### src/rtl/bullcow_pkg.sv
// Shared types and constants for the Bulls-and-Cows turn controller.
package bullcow_pkg;

  // Game phases. The datapath already decodes 000/001/010/011/111.
  typedef enum logic [2:0] {
    SETUP1 = 3'b000,
    SETUP2 = 3'b001,
    GUESS1 = 3'b010,
    GUESS2 = 3'b011,
    SHOW1  = 3'b100,
    SHOW2  = 3'b101,
    END    = 3'b111
  } phase_t;

  localparam logic [1:0] WINNER_NONE = 2'b00;
  localparam logic [1:0] WINNER_J1   = 2'b01;
  localparam logic [1:0] WINNER_J2   = 2'b10;

  localparam logic [2:0] BULLS_TO_WIN = 3'd4;

  // Score counters stick at 255 instead of wrapping.
  function automatic logic [7:0] sat_inc8(input logic [7:0] value);
    return (value == 8'hFF) ? value : value + 8'd1;
  endfunction

endpackage

### src/rtl/bullcow_enter_conditioner.sv
// Enter button conditioning: 2-FF synchronizer, debounce, rising-edge pulse.
module bullcow_enter_conditioner #(
  parameter int DEBOUNCE_CYCLES = 4
) (
  input  logic clock,
  input  logic reset,
  input  logic enter,
  output logic press
);

  localparam int CW = (DEBOUNCE_CYCLES > 1) ? $clog2(DEBOUNCE_CYCLES) : 1;
  localparam logic [CW-1:0] CNT_LAST = CW'(DEBOUNCE_CYCLES - 1);

  logic [1:0]    sync_reg;
  logic          enter_clean_reg;
  logic          enter_clean_d_reg;
  logic [CW-1:0] debounce_cnt_reg;
  logic          sync_out;

  assign sync_out = sync_reg[1];

  // Two-stage synchronizer for the asynchronous button.
  always_ff @(posedge clock or negedge reset) begin
    if (!reset) begin
      sync_reg <= 2'b00;
    end else begin
      sync_reg <= {sync_reg[0], enter};
    end
  end

  // Debounce: accept a new level only after it has differed for DEBOUNCE_CYCLES cycles in a row.
  always_ff @(posedge clock or negedge reset) begin
    if (!reset) begin
      enter_clean_reg   <= 1'b0;
      enter_clean_d_reg <= 1'b0;
      debounce_cnt_reg  <= '0;
    end else begin
      enter_clean_d_reg <= enter_clean_reg;
      if (sync_out == enter_clean_reg) begin
        debounce_cnt_reg <= '0;
      end else if (debounce_cnt_reg == CNT_LAST) begin
        enter_clean_reg  <= sync_out;
        debounce_cnt_reg <= '0;
      end else begin
        debounce_cnt_reg <= debounce_cnt_reg + 1'b1;
      end
    end
  end

  // One cycle per debounced rising edge; holding the button gives nothing more.
  assign press = enter_clean_reg & ~enter_clean_d_reg;

endmodule

### src/rtl/bullcow_turn_controller.sv
// Game-flow controller: setup, alternating guesses, result display, end of game.
// Drives one-cycle strobes to the datapath, times each guess turn, keeps the match score.
module bullcow_turn_controller #(
  parameter int DEBOUNCE_CYCLES = 4,
  parameter int TURN_TIMEOUT    = 1000,
  parameter int END_HOLD        = 50
) (
  input  logic       clock,
  input  logic       reset,
  input  logic       enter,
  input  logic       sw_valid,
  input  logic [2:0] bull_count,
  output logic       load_secret_j1,
  output logic       load_secret_j2,
  output logic       capture_j1,
  output logic       capture_j2,
  output logic       turn,
  output logic [2:0] phase,
  output logic       invalid_entry,
  output logic       turn_timeout,
  output logic [1:0] winner,
  output logic [7:0] j1_points,
  output logic [7:0] j2_points
);

  import bullcow_pkg::*;

  localparam int TW = (TURN_TIMEOUT > 1) ? $clog2(TURN_TIMEOUT) : 1;
  localparam int HW = (END_HOLD > 1) ? $clog2(END_HOLD) : 1;
  localparam int TIMER_LAST_INT = (TURN_TIMEOUT > 0) ? TURN_TIMEOUT - 1 : 0;
  localparam logic [TW-1:0] TIMER_LAST = TW'(TIMER_LAST_INT);
  localparam logic [HW-1:0] HOLD_LAST  = HW'(END_HOLD - 1);

  logic press;

  phase_t        state_reg, state_next;
  logic          turn_reg, turn_next;
  logic [1:0]    winner_reg, winner_next;
  logic [7:0]    j1_points_reg, j1_points_next;
  logic [7:0]    j2_points_reg, j2_points_next;
  logic [TW-1:0] timer_reg, timer_next;
  logic [HW-1:0] hold_reg, hold_next;
  logic          load1_reg, load1_next;
  logic          load2_reg, load2_next;
  logic          cap1_reg, cap1_next;
  logic          cap2_reg, cap2_next;
  logic          invalid_reg, invalid_next;
  logic          timeout_reg, timeout_next;

  logic is_guess;
  logic timeout_hit;
  logic hold_done;

  bullcow_enter_conditioner #(
    .DEBOUNCE_CYCLES(DEBOUNCE_CYCLES)
  ) u_enter (
    .clock(clock),
    .reset(reset),
    .enter(enter),
    .press(press)
  );

  assign is_guess    = (state_reg == GUESS1) || (state_reg == GUESS2);
  assign timeout_hit = (TURN_TIMEOUT != 0) && (timer_reg == TIMER_LAST);
  assign hold_done   = (hold_reg == HOLD_LAST);

  // Next-state, score and strobe decisions; every output is registered below.
  always_comb begin
    state_next     = state_reg;
    turn_next      = turn_reg;
    winner_next    = winner_reg;
    j1_points_next = j1_points_reg;
    j2_points_next = j2_points_reg;
    load1_next     = 1'b0;
    load2_next     = 1'b0;
    cap1_next      = 1'b0;
    cap2_next      = 1'b0;
    invalid_next   = 1'b0;
    timeout_next   = 1'b0;
    timer_next     = '0;
    hold_next      = '0;

    case (state_reg)
      SETUP1: begin
        if (press) begin
          if (sw_valid) begin
            load1_next  = 1'b1;
            winner_next = WINNER_NONE;
            state_next  = SETUP2;
          end else begin
            invalid_next = 1'b1;
          end
        end
      end
      SETUP2: begin
        if (press) begin
          if (sw_valid) begin
            load2_next = 1'b1;
            turn_next  = 1'b0;
            state_next = GUESS1;
          end else begin
            invalid_next = 1'b1;
          end
        end
      end
      GUESS1, GUESS2: begin
        // A valid press beats a same-cycle expiry; an invalid one does not.
        if (press && sw_valid) begin
          if (state_reg == GUESS1) begin
            cap1_next = 1'b1;
          end else begin
            cap2_next = 1'b1;
          end
          if (bull_count == BULLS_TO_WIN) begin
            state_next = END;
            if (state_reg == GUESS1) begin
              winner_next    = WINNER_J1;
              j1_points_next = sat_inc8(j1_points_reg);
            end else begin
              winner_next    = WINNER_J2;
              j2_points_next = sat_inc8(j2_points_reg);
            end
          end else begin
            state_next = (state_reg == GUESS1) ? SHOW1 : SHOW2;
          end
        end else begin
          if (press) begin
            invalid_next = 1'b1;
          end
          if (timeout_hit) begin
            timeout_next = 1'b1;
            state_next   = (state_reg == GUESS1) ? GUESS2 : GUESS1;
            turn_next    = (state_reg == GUESS1);
          end
        end
      end
      SHOW1: begin
        if (press) begin
          state_next = GUESS2;
          turn_next  = 1'b1;
        end
      end
      SHOW2: begin
        if (press) begin
          state_next = GUESS1;
          turn_next  = 1'b0;
        end
      end
      END: begin
        if (hold_done) begin
          state_next = SETUP1;
          turn_next  = 1'b0;
        end
      end
      default: begin
        state_next = SETUP1;
        turn_next  = 1'b0;
      end
    endcase

    // Timers restart on every phase entry and only run while the phase is held.
    if ((TURN_TIMEOUT != 0) && is_guess && (state_next == state_reg)) begin
      timer_next = timer_reg + 1'b1;
    end
    if ((state_reg == END) && (state_next == END)) begin
      hold_next = hold_reg + 1'b1;
    end
  end

  // State, score, timers and output strobes.
  always_ff @(posedge clock or negedge reset) begin
    if (!reset) begin
      state_reg     <= SETUP1;
      turn_reg      <= 1'b0;
      winner_reg    <= WINNER_NONE;
      j1_points_reg <= 8'd0;
      j2_points_reg <= 8'd0;
      timer_reg     <= '0;
      hold_reg      <= '0;
      load1_reg     <= 1'b0;
      load2_reg     <= 1'b0;
      cap1_reg      <= 1'b0;
      cap2_reg      <= 1'b0;
      invalid_reg   <= 1'b0;
      timeout_reg   <= 1'b0;
    end else begin
      state_reg     <= state_next;
      turn_reg      <= turn_next;
      winner_reg    <= winner_next;
      j1_points_reg <= j1_points_next;
      j2_points_reg <= j2_points_next;
      timer_reg     <= timer_next;
      hold_reg      <= hold_next;
      load1_reg     <= load1_next;
      load2_reg     <= load2_next;
      cap1_reg      <= cap1_next;
      cap2_reg      <= cap2_next;
      invalid_reg   <= invalid_next;
      timeout_reg   <= timeout_next;
    end
  end

  assign load_secret_j1 = load1_reg;
  assign load_secret_j2 = load2_reg;
  assign capture_j1     = cap1_reg;
  assign capture_j2     = cap2_reg;
  assign turn           = turn_reg;
  assign phase          = state_reg;
  assign invalid_entry  = invalid_reg;
  assign turn_timeout   = timeout_reg;
  assign winner         = winner_reg;
  assign j1_points      = j1_points_reg;
  assign j2_points      = j2_points_reg;

endmodule

### config.mk
export PLATFORM = sky130hd
export DESIGN_NAME = bullcow_turn_controller
export DESIGN_NICKNAME = d
export VERILOG_FILES = /design/src/rtl/bullcow_pkg.sv /design/src/rtl/bullcow_enter_conditioner.sv /design/src/rtl/bullcow_turn_controller.sv
export SDC_FILE = /design/constraint.sdc
export NUM_CORES = 1
export LEC_CHECK = 0
export ABC_AREA = 1
export BUFFER_PORTS_ARGS = -buffer_cell sky130_fd_sc_hd__buf_2
export CAP_MARGIN = 20
export CORE_ASPECT_RATIO = 1.2
export CORE_UTILIZATION = 56
export DETAILED_ROUTE_END_ITERATION = 8
export PLACE_DENSITY_LB_ADDON = 0.15
export REMOVE_ABC_BUFFERS = 1
export SLEW_MARGIN = 40
export SYNTH_ARGS = -nofsm -noshare
export SYNTH_HDL_FRONTEND = slang
export SYNTH_SLANG_ARGS = --single-unit
export TNS_END_PERCENT = 20
### constraint.sdc
create_clock -name clock -period 1.64 [get_ports clock]
set_input_delay 0.082 -clock clock [delete_from_list [all_inputs] [get_ports clock]]
set_output_delay 0.082 -clock clock [all_outputs]
set_load 0.01 [all_outputs]
==> reports/metrics.cfg, run 1 <==
[run_status]
run_status=complete, no violations

[timing]
finalMaxSlewViolations=0
clock-skew-final_ns=0.00302
holdWs_ns=0.105
report.final.hold_viol_count=0
min_period_ns=1.64
slew-limit-headroom=0.680
fin_tns_setup_ns=0
post-route-period-util=0.998
finalSetupViolations=0
worstMarginPinSlew_ns=0.480
max_freq_mhz=611
rsz0062_at_grt=yes

[placed_design]
placedCellCount=351
detailedPlacementHpwl_um=3160
numPortBuffers=34
cell_area_after_placement_mm2=0.00267
routabilityCongestion=0.824

[setup_path]
critical-path-max-stage-delay_ns=0.39
reg2reg_slack_ns=0.004
crit-reg2reg-launch=timer_reg[0]
crit-reg2reg-capture=timer_reg[3]
rr_worst_depth=10
critical_path.endpoint_type=flop
worst-endpoint-arrival_ns=1.88
startpoint_type=flop
worstPathMaxFanout=5
worst_path_max_delay_cell=dfrtp_1
worstSetupPathType=flop to flop
path_cells=ha_2, nand2_2, nor2_2, buf_4, nand3_1, nand3_1, nand2_2, nand3_2, nand3_4, nor2_2
critical_path_rt_ns=1.88

[floorplan]
ios=35
chipHeight_um=73.3
placement_rows=25
floorplan.die_area_mm2=0.00450
start_util=0.592
area_of_the_core_region_mm2=0.00400
chipWidth_um=61.4

[clock_tree]
clock_pin_transition_on_the_worst_setup_and_hold_timing_paths_ns=0.08
ctsLongestPathBuffers=2
clock_root_buffer=clkbuf_8
cts_sinks=50
clock_latency_ns=0.30
cts.htree.levels=2
numCtsBuffers=5
cts_tree=built

[drt]
detailedRoute.firstPassIterationCount=4
drc=0
avgRoutedWirePerCell_um=12.4
via_per_inst=5.08
first_iter_violations=82
vias=1858
antenna_violating_nets_post_route=0
wl_um=4540

[synthesis]
synth_largest_type_area_fraction=0.528
synth_cells=257
yosys.area.top_type=dfrtp_1
post_synth_instance_area_mm2=0.00237
postSynthAreaPerCell_um2=9.23
ffs_w_async_s_r_synth=1.00
yosys_register_bits=50
post_synth_main_area_contributors=dfrtp_1 53%, nand2_1 8.4%, nor2_1 5.9%
synthTopCellsByCount=53 x nand2_1, 50 x dfrtp_1, 37 x nor2_1
yosys_warnings=0
ys_seq_area_frac=0.528
yosysUniqueCellTypes=27
synth_enable_flop_cells=0
most_repeated_cell_in_the_gate_level_netlist_after_synthesis=nand2_1
synth_ff_type=dfrtp_1

[global_routing]
grt_pass1_vias=1733
grt-ovfl-total=0
grt_pass1_wl_um=7070
overall_routing_resource_usage=0.216
grt_start_max_net_pins=31
number_of_antenna_violations_at_the_first_check_in_global_routing=0

[cells_and_area]
post_layout_nonfiller_instances=366
finalNetCount=325
fin_util=0.728
largest_reg_flops=10
ratio_of_cells_with_drive_above_1_in_the_final_layout=0.308
n_antenna_cell=0
flow.area_growth_from_synthesis_pct=22.9
finished_cell_area_mm2=0.00291

[min_path]
sink_of_the_worst_hold_path=winner[1]
hold-path-cell-count=3
hold_path.startpoint=bull_count[2]
hold_class=primary input to flop

[power_and_ir_drop]
vdd_ir_drop_max_mv=0.502
power.static_leakage_nw=1.51
power_density_mw_per_mm2=738

[flow_run]
maxCapViolations=0

==> layer usage <==
metal | track usage | up-vias | wire length [um]
li1 | - | 921 | -
met1 | 0.252 | 877 | 1930
met2 | 0.370 | 50 | 2340
met3 | 0.0405 | 10 | 173
met4 | 0.114 | 0 | 99
met5 | 0 | - | 0
==> per-stage QoR <==
stage | total power [mW] | worst slack, ns
finish | 2.15 | 0.00380
floorplan | 1.44 | 0.102
global placement | 1.50 | 0.0396
CTS | 2.17 | 0.0210
detailed placement | 1.51 | 0.0475
global route | 2.24 | -0.114
==> cell usage in the layout (no fill, tap or decap), types with 3 or more instances in the layout <==
cell / Yosys / final
buf_2: 0 / 34
buf_4: 0 / 9
clkbuf_8: 0 / 5
dfrtp_1: 50 / 49
dlygate4sd3_1: 0 / 3
ha_1: 6 / 3
inv_1: 25 / 24
inv_2: 4 / 4
nand2_1: 53 / 50
nand2_2: 6 / 8
nand3_1: 20 / 15
nand3_2: 0 / 5
nand4_1: 4 / 4
nor2_1: 37 / 27
nor2_2: 3 / 11
nor2_4: 2 / 4
nor3_1: 6 / 6
o21ai_0: 6 / 6
xnor2_1: 12 / 12
xor2_1: 8 / 8
==> cell type report <==
| type | count | area, um2 |
|---|---|---|
| fillers | 327 | 1090 |
| inverters | 29 | 111 |
| well taps | 54 | 67.6 |
| clock buffers | 7 | 76.3 |
| repair buffers | 47 | 288 |
| flip-flops and latches | 50 | 1250 |
| multi-input cells | 179 | 1120 |
==> where the power goes <==
group	leakage (nW)	internal, mW	switching (mW)
logic	0.831	0.0679	0.111
registers	0.644	1.28	0.0293
clock network	0.0383	0.294	0.369
==> how the worst max path moves through the flow <==
stage / slack (ns) / to / from
floorplan: 0.10 / j1_points[1] / phase[0]
global placement: 0.04 / j2_points[3] / phase[2]
detailed placement: 0.05 / j2_points[3] / phase[2]
CTS: 0.02 / j2_points[3] / phase[2]
global route: -0.11 / timer_reg[3] / timer_reg[0]
finish: 0.004 / timer_reg[3] / timer_reg[0]
==> kinds of logic (layout without fill, tap and decap cells) <==
| kind of cell | after synthesis | after routing | share of synthesized area |
|---|---|---|---|
| muxes | 3 | 3 | 0.0174 |
| xor gates and xnor gates | 20 | 20 | 0.0739 |
| DFF | 50 | 50 | 0.528 |
| and+or+nand+nor | 139 | 140 | 0.281 |
| AOI/OAI and AO/OA | 10 | 10 | 0.0227 |
| adders and majority gates | 6 | 6 | 0.0317 |
| buffers and inverters | 29 | 83 | 0.0459 |
==> timing repair <==
action	4_1_cts	5_1_grt
resized for setup	0	29
setup endpoints to repair	0	20
hold buffers	3	0
setup buffers	0	4
hold endpoints to repair	22	0
==> worst max-delay path: cells and delay by family (launching register included) <==
kind          cells  cell delay, ns
flops             1            0.39
simple gates      8            0.85
fa+ha+maj         1            0.21
buf+inv           1            0.12
Power figures use the tool's default switching activity.
==> run 2, diff against run 1 <==
Settings changed: ABC_AREA 1 to not set.
==> run 2 against run 1 <==
Net effect: the flow now finishes with violations (negative setup slack); die area decreased by 0.93%; total power rose by 56%; sequential power grew 15%; critical path depth down 5; critical path type unchanged.
==> reports/metrics.cfg, run 2 <==
[cells_and_area]
final_cell_mix=50 x dfrtp_1, 34 x buf_2, 31 x buf_4
fin_util=0.752  ; +0.0240
largest_reg_flops=10  ; unchanged
ratio_of_cells_with_drive_above_1_in_the_final_layout=0.325  ; +0.0173
flow.area_growth_from_synthesis_pct=27.2
n_antenna_cell=0  ; unchanged
mostFrequentLayoutCell=dfrtp_1
finished_cell_area_mm2=0.00299  ; +2.5%
finalNetCount=292  ; -10%

[clock_tree]
numCtsBuffers=5  ; unchanged
cts_tree=built
cts.htree.levels=2  ; unchanged
clock_pin_transition_on_the_worst_setup_and_hold_timing_paths_ns=0.09  ; about the same
clock_latency_ns=0.30  ; about the same
clock_root_buffer=clkbuf_8
ctsLongestPathBuffers=2  ; unchanged
cts_sinks=50  ; unchanged

[timing]
finalMaxSlewViolations=0  ; unchanged
worstMarginPinSlew_ns=0.499  ; +0.0197 ns
post-route-period-util=1.09  ; +0.0959
finalSetupViolations=3  ; +3
min_period_ns=1.79  ; +0.157 ns
rsz0062_at_grt=yes
max_freq_mhz=558  ; -8.8%
fin_ws_ns=-0.153  ; -0.157 ns
clock-skew-final_ns=0.00986  ; +0.00684 ns
report.final.hold_viol_count=0  ; unchanged
slew-limit-headroom=0.667  ; -0.0131

[synthesis]
synth-adder-area-share=0.0320  ; +0.000304
synth_top_family_by_area=simple AND/OR/NAND/NOR gates
post_synth_main_area_contributors=dfrtp_1 53%, xnor2_1 5.2%, xor2_1 4.5%
synth_ff_type=dfrtp_1
synth_compound_gate_area_share=0.0575  ; +0.0348
yosys.area_share.simple=0.233  ; -0.0474
post_synth_instance_area_mm2=0.00235  ; -0.95%
yosysUniqueCellTypes=44  ; +63%
synth_cells=210  ; -18%
synth_largest_type_area_fraction=0.533  ; +0.00506
synth_enable_flop_cells=0  ; unchanged
ffs_w_async_s_r_synth=1.00  ; unchanged
most_repeated_cell_in_the_gate_level_netlist_after_synthesis=dfrtp_1
synth-xor-area-share=0.0970  ; +0.0231
yosys.area.top_type=dfrtp_1
ys_seq_area_frac=0.533  ; +0.00506
yosys_warnings=0  ; unchanged
yosys_register_bits=50  ; unchanged
synth_mux_area_frac=0.0240  ; +0.00656
synthTopCellsByCount=50 x dfrtp_1, 21 x nor2_1, 14 x xnor2_1
postSynthAreaPerCell_um2=11.2  ; +21%

[global_routing]
number_of_antenna_violations_at_the_first_check_in_global_routing=0  ; unchanged
grt_pass1_wl_um=7670  ; +8.6%
grt_pass1_vias=1767  ; +2.0%
grt-ovfl-total=0  ; unchanged
grt_start_max_net_pins=30  ; -3.2%
overall_routing_resource_usage=0.233  ; +0.0173

[setup_path]
worst-endpoint-arrival_ns=1.97  ; +0.09 ns
crit-reg2reg-launch=timer_reg[0]
reg2reg_slack_ns=-0.15  ; -0.16 ns
crit-reg2reg-capture=turn
critical-path-max-stage-delay_ns=0.45  ; +0.06 ns
worst_path_max_delay_cell=or4_1
worstPathMaxFanout=3  ; -2
path_delay_family=simple AND/OR/NAND/NOR gates
critical_path_rt_ns=1.82  ; -0.06 ns
startpoint_type=flop
timing.critical_path.buf_inv=0  ; -1
rr_worst_depth=5  ; -5
critical_path.endpoint_type=flop
path_cells=ha_1, nand4b_1, or4_1, a211oi_2, mux2_1
worstSetupPathType=flop to flop

[floorplan]
floorplan.die_area_mm2=0.00446  ; -0.93%
chipHeight_um=72.9  ; -0.46%
ios=35  ; unchanged
area_of_the_core_region_mm2=0.00397  ; -0.78%
placement_rows=25  ; unchanged
chipWidth_um=61.1  ; -0.46%
start_util=0.591  ; -0.00101

[drt]
first_iter_violations=128  ; +56%
wl_um=4680  ; +2.9%
detailedRoute.firstPassIterationCount=4  ; unchanged
via_per_inst=5.43  ; +7.0%
avgRoutedWirePerCell_um=14.0  ; +13%
drc=0  ; unchanged
vias=1815  ; -2.3%
antenna_violating_nets_post_route=0  ; unchanged

[placed_design]
detailedPlacementHpwl_um=3240  ; +2.5%
numPortBuffers=34  ; unchanged
routabilityCongestion=0.862  ; +4.6%
cell_area_after_placement_mm2=0.00277  ; +3.8%

[min_path]
hold_path.startpoint=sw_valid
hold_class=primary input to flop
hold-path-cell-count=3  ; unchanged
sink_of_the_worst_hold_path=invalid_entry

[power_and_ir_drop]
finalPower_mw=3.35  ; +56%
vdd_ir_drop_max_mv=0.695  ; +39%
power.static_leakage_nw=1.49  ; -1.4%
power_density_mw_per_mm2=1120  ; +52%

[run_status]
run_status=finished with violations
violated_checks=negative setup slack

[flow_run]
maxCapViolations=0  ; unchanged

==> run 2: worst max path at each step <==
stage                               from            to  slack, ns  cells past startpoint
2_1_floorplan                   phase[2]  j1_points[1]      -0.24                      4
6_report                    timer_reg[0]          turn      -0.15                      5
3_3_place_gp   u_enter.enter_clean_d_reg  j1_points[1]      -0.11                      4
5_1_grt                     timer_reg[0]          turn      -0.25                      5
3_5_place_dp   u_enter.enter_clean_d_reg  j1_points[1]      -0.16                      4
4_1_cts                     timer_reg[0]          turn      -0.11                      5
==> run 2: area by class of cell <==
| type | instances | area, um2 |
|---|---|---|
| Inverter | 4 | 15.0 |
| Fill cell | 283 | 986 |
| Timing Repair Buffer | 68 | 443 |
| Multi-Input combinational cell | 150 | 1100 |
| Clock buffer | 6 | 72.6 |
| Tap cell | 54 | 67.6 |
| Sequential cell | 50 | 1250 |
| Clock inverter | 2 | 37.5 |
==> run 2: power by group <==
part / internal [mW] / leakage, nW / switching [mW]
logic: 0.459 / 0.759 / 0.529
registers: 1.39 / 0.681 / 0.118
clock network: 0.455 / 0.0514 / 0.396
==> run 2: what timing repair did <==
action	CTS	global route
setup endpoints to repair	10	17
gates resized for setup	5	5
hold buffers	2	0
endpoints found under the hold margin	22	0
pin swaps	4	1
setup buffers	4	0
==> run 2: per-layer routing <==
| layer | track usage | vias to the layer above | share of wire |
|---|---|---|---|
| li1 | - | 876 | - |
| met4 | 0.0909 | 0 | 0.015 |
| met3 | 0.0550 | 8 | 0.043 |
| met1 | 0.277 | 892 | 0.42 |
| met5 | 0 | - | 0 |
| met2 | 0.400 | 39 | 0.52 |
==> run 2: cell families after synthesis <==
kind of cell / Yosys count
compound gates: 22
fa+ha+maj: 6
buf+inv: 10
simple gates: 91
xor+xnor: 26
flops: 50
mux: 5
==> run 2: worst reg2reg max path, cell delays in order, from the launching register on <==
cell	delay, ns
dfrtp_1	0.35
ha_1	0.17
nand4b_1	0.14
or4_1	0.45
a211oi_2	0.22
mux2_1	0.35
==> run 2: metrics by stage <==
step | hold slack [ns] | setup slack [ns] | instances | TNS, ns
2_1_floorplan | -0.214 | -0.242 | 204 | -1.23
3_3_place_gp | 0.0663 | -0.106 | 320 | -0.492
3_5_place_dp | 0.0744 | -0.163 | 320 | -0.888
4_1_cts | 0.122 | -0.112 | 334 | -0.293
5_1_grt | 0.137 | -0.245 | 334 | -0.689
6_report | 0.142 | -0.153 | 334 | -0.305
==> run 3, diff against run 2 <==
Settings changed: CORE_ASPECT_RATIO 1.2 to 0.9, REMOVE_ABC_BUFFERS 1 to not set.
==> run 3 against run 2 <==
Net effect: the run still ends with negative setup slack left; design area is 3.1% higher; non-clock buffer count rose by 7; global-route usage increased by 0.14 points; sequential power about the same; clock skew increased by 0.0071 ns; die area is essentially flat.
==> reports/metrics.cfg, run 3 (synthesis results as in run 2) <==
[timing]
finalMaxSlewViolations=0  ; unchanged
clock-skew-final_ns=0.0170  ; +0.00709 ns
max_freq_mhz=571  ; +2.4%
slew-limit-headroom=0.772  ; +0.105
report.final.hold_viol_count=0  ; unchanged
fin_tns_setup_ns=-0.435  ; -0.130 ns
rsz0062_at_grt=yes
post-route-period-util=1.07  ; -0.0253
min_period_ns=1.75  ; -0.0415 ns
fin_ws_ns=-0.112  ; +0.0415 ns
worstMarginPinSlew_ns=0.340  ; -0.159 ns
finalSetupViolations=8  ; +5

[floorplan]
chipHeight_um=63.4  ; -13%
area_of_the_core_region_mm2=0.00386  ; -2.8%
ios=35  ; unchanged
chipWidth_um=70.3  ; +15%
start_util=0.608  ; +0.0169
floorplan.die_area_mm2=0.00446  ; about the same
placement_rows=21  ; -16%

[clock_tree]
cts_tree=built
clock_root_buffer=clkbuf_8
clock_pin_transition_on_the_worst_setup_and_hold_timing_paths_ns=0.09  ; about the same
clock_latency_ns=0.32  ; +0.02 ns
cts_sinks=50  ; unchanged
cts.htree.levels=2  ; unchanged
numCtsBuffers=5  ; unchanged
ctsLongestPathBuffers=2  ; unchanged

[setup_path]
worstSetupPathType=flop to flop
path_delay_family=simple AND/OR/NAND/NOR gates
critical-path-max-stage-delay_ns=0.44  ; about the same
timing.critical_path.buf_inv=0  ; unchanged
worstPathMaxFanout=2  ; -1
critical_path_rt_ns=1.83  ; about the same
critical_path.endpoint_type=flop
worst-endpoint-arrival_ns=1.95  ; -0.02 ns
path_cells=ha_1, nand4b_1, or4_4, a211oi_2, mux2_1
startpoint_type=flop
worst_path_max_delay_cell=or4_4

[synthesis]
synth_nets=223

[placed_design]
placedCellCount=316  ; -1.3%
numPortBuffers=34  ; unchanged
detailedPlacementHpwl_um=3290  ; +1.4%
pre_cts_slack_ns=-0.165  ; -0.00285 ns
routabilityCongestion=0.840  ; -2.6%

[cells_and_area]
finalNetCount=299  ; +2.4%
ratio_of_cells_with_drive_above_1_in_the_final_layout=0.359  ; +0.0339
post_layout_nonfiller_instances=333  ; -0.30%
filler_cell_count=248  ; -12%
fin_util=0.797  ; +0.0451
n_antenna_cell=0  ; unchanged
flow.area_growth_from_synthesis_pct=31.1
final_cell_mix=50 x dfrtp_1, 36 x buf_4, 34 x buf_2
largest_reg_flops=10  ; unchanged
mostFrequentLayoutCell=dfrtp_1

[power_and_ir_drop]
vdd_ir_drop_max_mv=0.824  ; +18%
power.static_leakage_nw=1.53  ; +2.5%
power_density_mw_per_mm2=1170  ; +4.3%
finalPower_mw=3.60  ; +7.4%

[drt]
vias=1824  ; +0.50%
wl_um=4970  ; +6.2%
detailedRoute.firstPassIterationCount=4  ; unchanged
drc=0  ; unchanged
antenna_violating_nets_post_route=0  ; unchanged
avgRoutedWirePerCell_um=14.9  ; +6.5%
via_per_inst=5.48  ; +0.80%
first_iter_violations=176  ; +38%

[min_path]
hold_class=primary input to flop

[global_routing]
grt_pass1_vias=1720  ; -2.7%
grt_pass1_wl_um=8110  ; +5.7%
number_of_antenna_violations_at_the_first_check_in_global_routing=0  ; unchanged
overall_routing_resource_usage=0.235  ; +0.00144
grt_start_max_net_pins=51  ; +70%
grt-ovfl-total=0  ; unchanged

[run_status]
run_status=finished with violations
violated_checks=negative setup slack

[flow_run]
maxCapViolations=0  ; unchanged

[run 3: cell types whose count changed in the layout (fill, tap and decap cells not counted), sizes merged]
cell      previous run  this run
clkinvlp             1         0
clkbuf               6         5
clkinv               0         1
buf                 66        73
bufinv               1         2
[run 3: stage by stage]
step                      hold slack, ns  cell area, um2
after detailed placement          0.0886            2810
after floorplan                   -0.214            2390
after global routing               0.122            3080
after global placement            0.0886            2810
after CTS                          0.107            3020
final                              0.127            3080
[run 3: power breakdown]
part	switching [mW]	internal, mW	total, mW
Combinational	0.541	0.513	1.05
Sequential	0.116	1.39	1.50
Clock	0.426	0.611	1.04
[run 3: area by class of cell]
class | instances | area, um2 | area share
timing repair buffer | 75 | 503 | 0.163
clock buffer | 5 | 68.8 | 0.0224
multi-input combinational | 150 | 1110 | 0.362
sequential | 50 | 1250 | 0.407
clock inverter | 3 | 68.8 | 0.0224
tap | 46 | 57.6 | 0.0187
inverter | 4 | 15.0 | 0.00488
[run 3: final timing paths]
path	endpoint	startpoint	slack, ns	depth (start not counted)
worst min-delay path	invalid_entry	sw_valid	0.13	3
worst max register to register	turn	timer_reg[0]	-0.11	5
max in group asynchronous	timer_reg[9]	reset	1.12	3
worst min register to register	u_enter.sync_reg[1]	u_enter.sync_reg[0]	0.35	0
worst max-delay path	turn	timer_reg[0]	-0.11	5
min in group asynchronous	j1_points[2]	reset	0.30	3
[run 3: what timing repair did]
action                     in CTS  in global routing
setup endpoints to repair       7                 21
hold buffers                    2                  0
pin swaps                       3                  3
hold endpoints to repair       51                  0
buffers inserted                3                  4
resized for setup               5                  7
[run 3: worst min-delay path, stage by stage]
cell    delay [ns]
buf_2         0.13
buf_4         0.14
nor3_1        0.05
[run 3: metal layers]
layer  track usage  routed length, um
met5             0                  0
met4        0.0800                 61
met3        0.0432                173
met2         0.365               2420
met1         0.331               2310
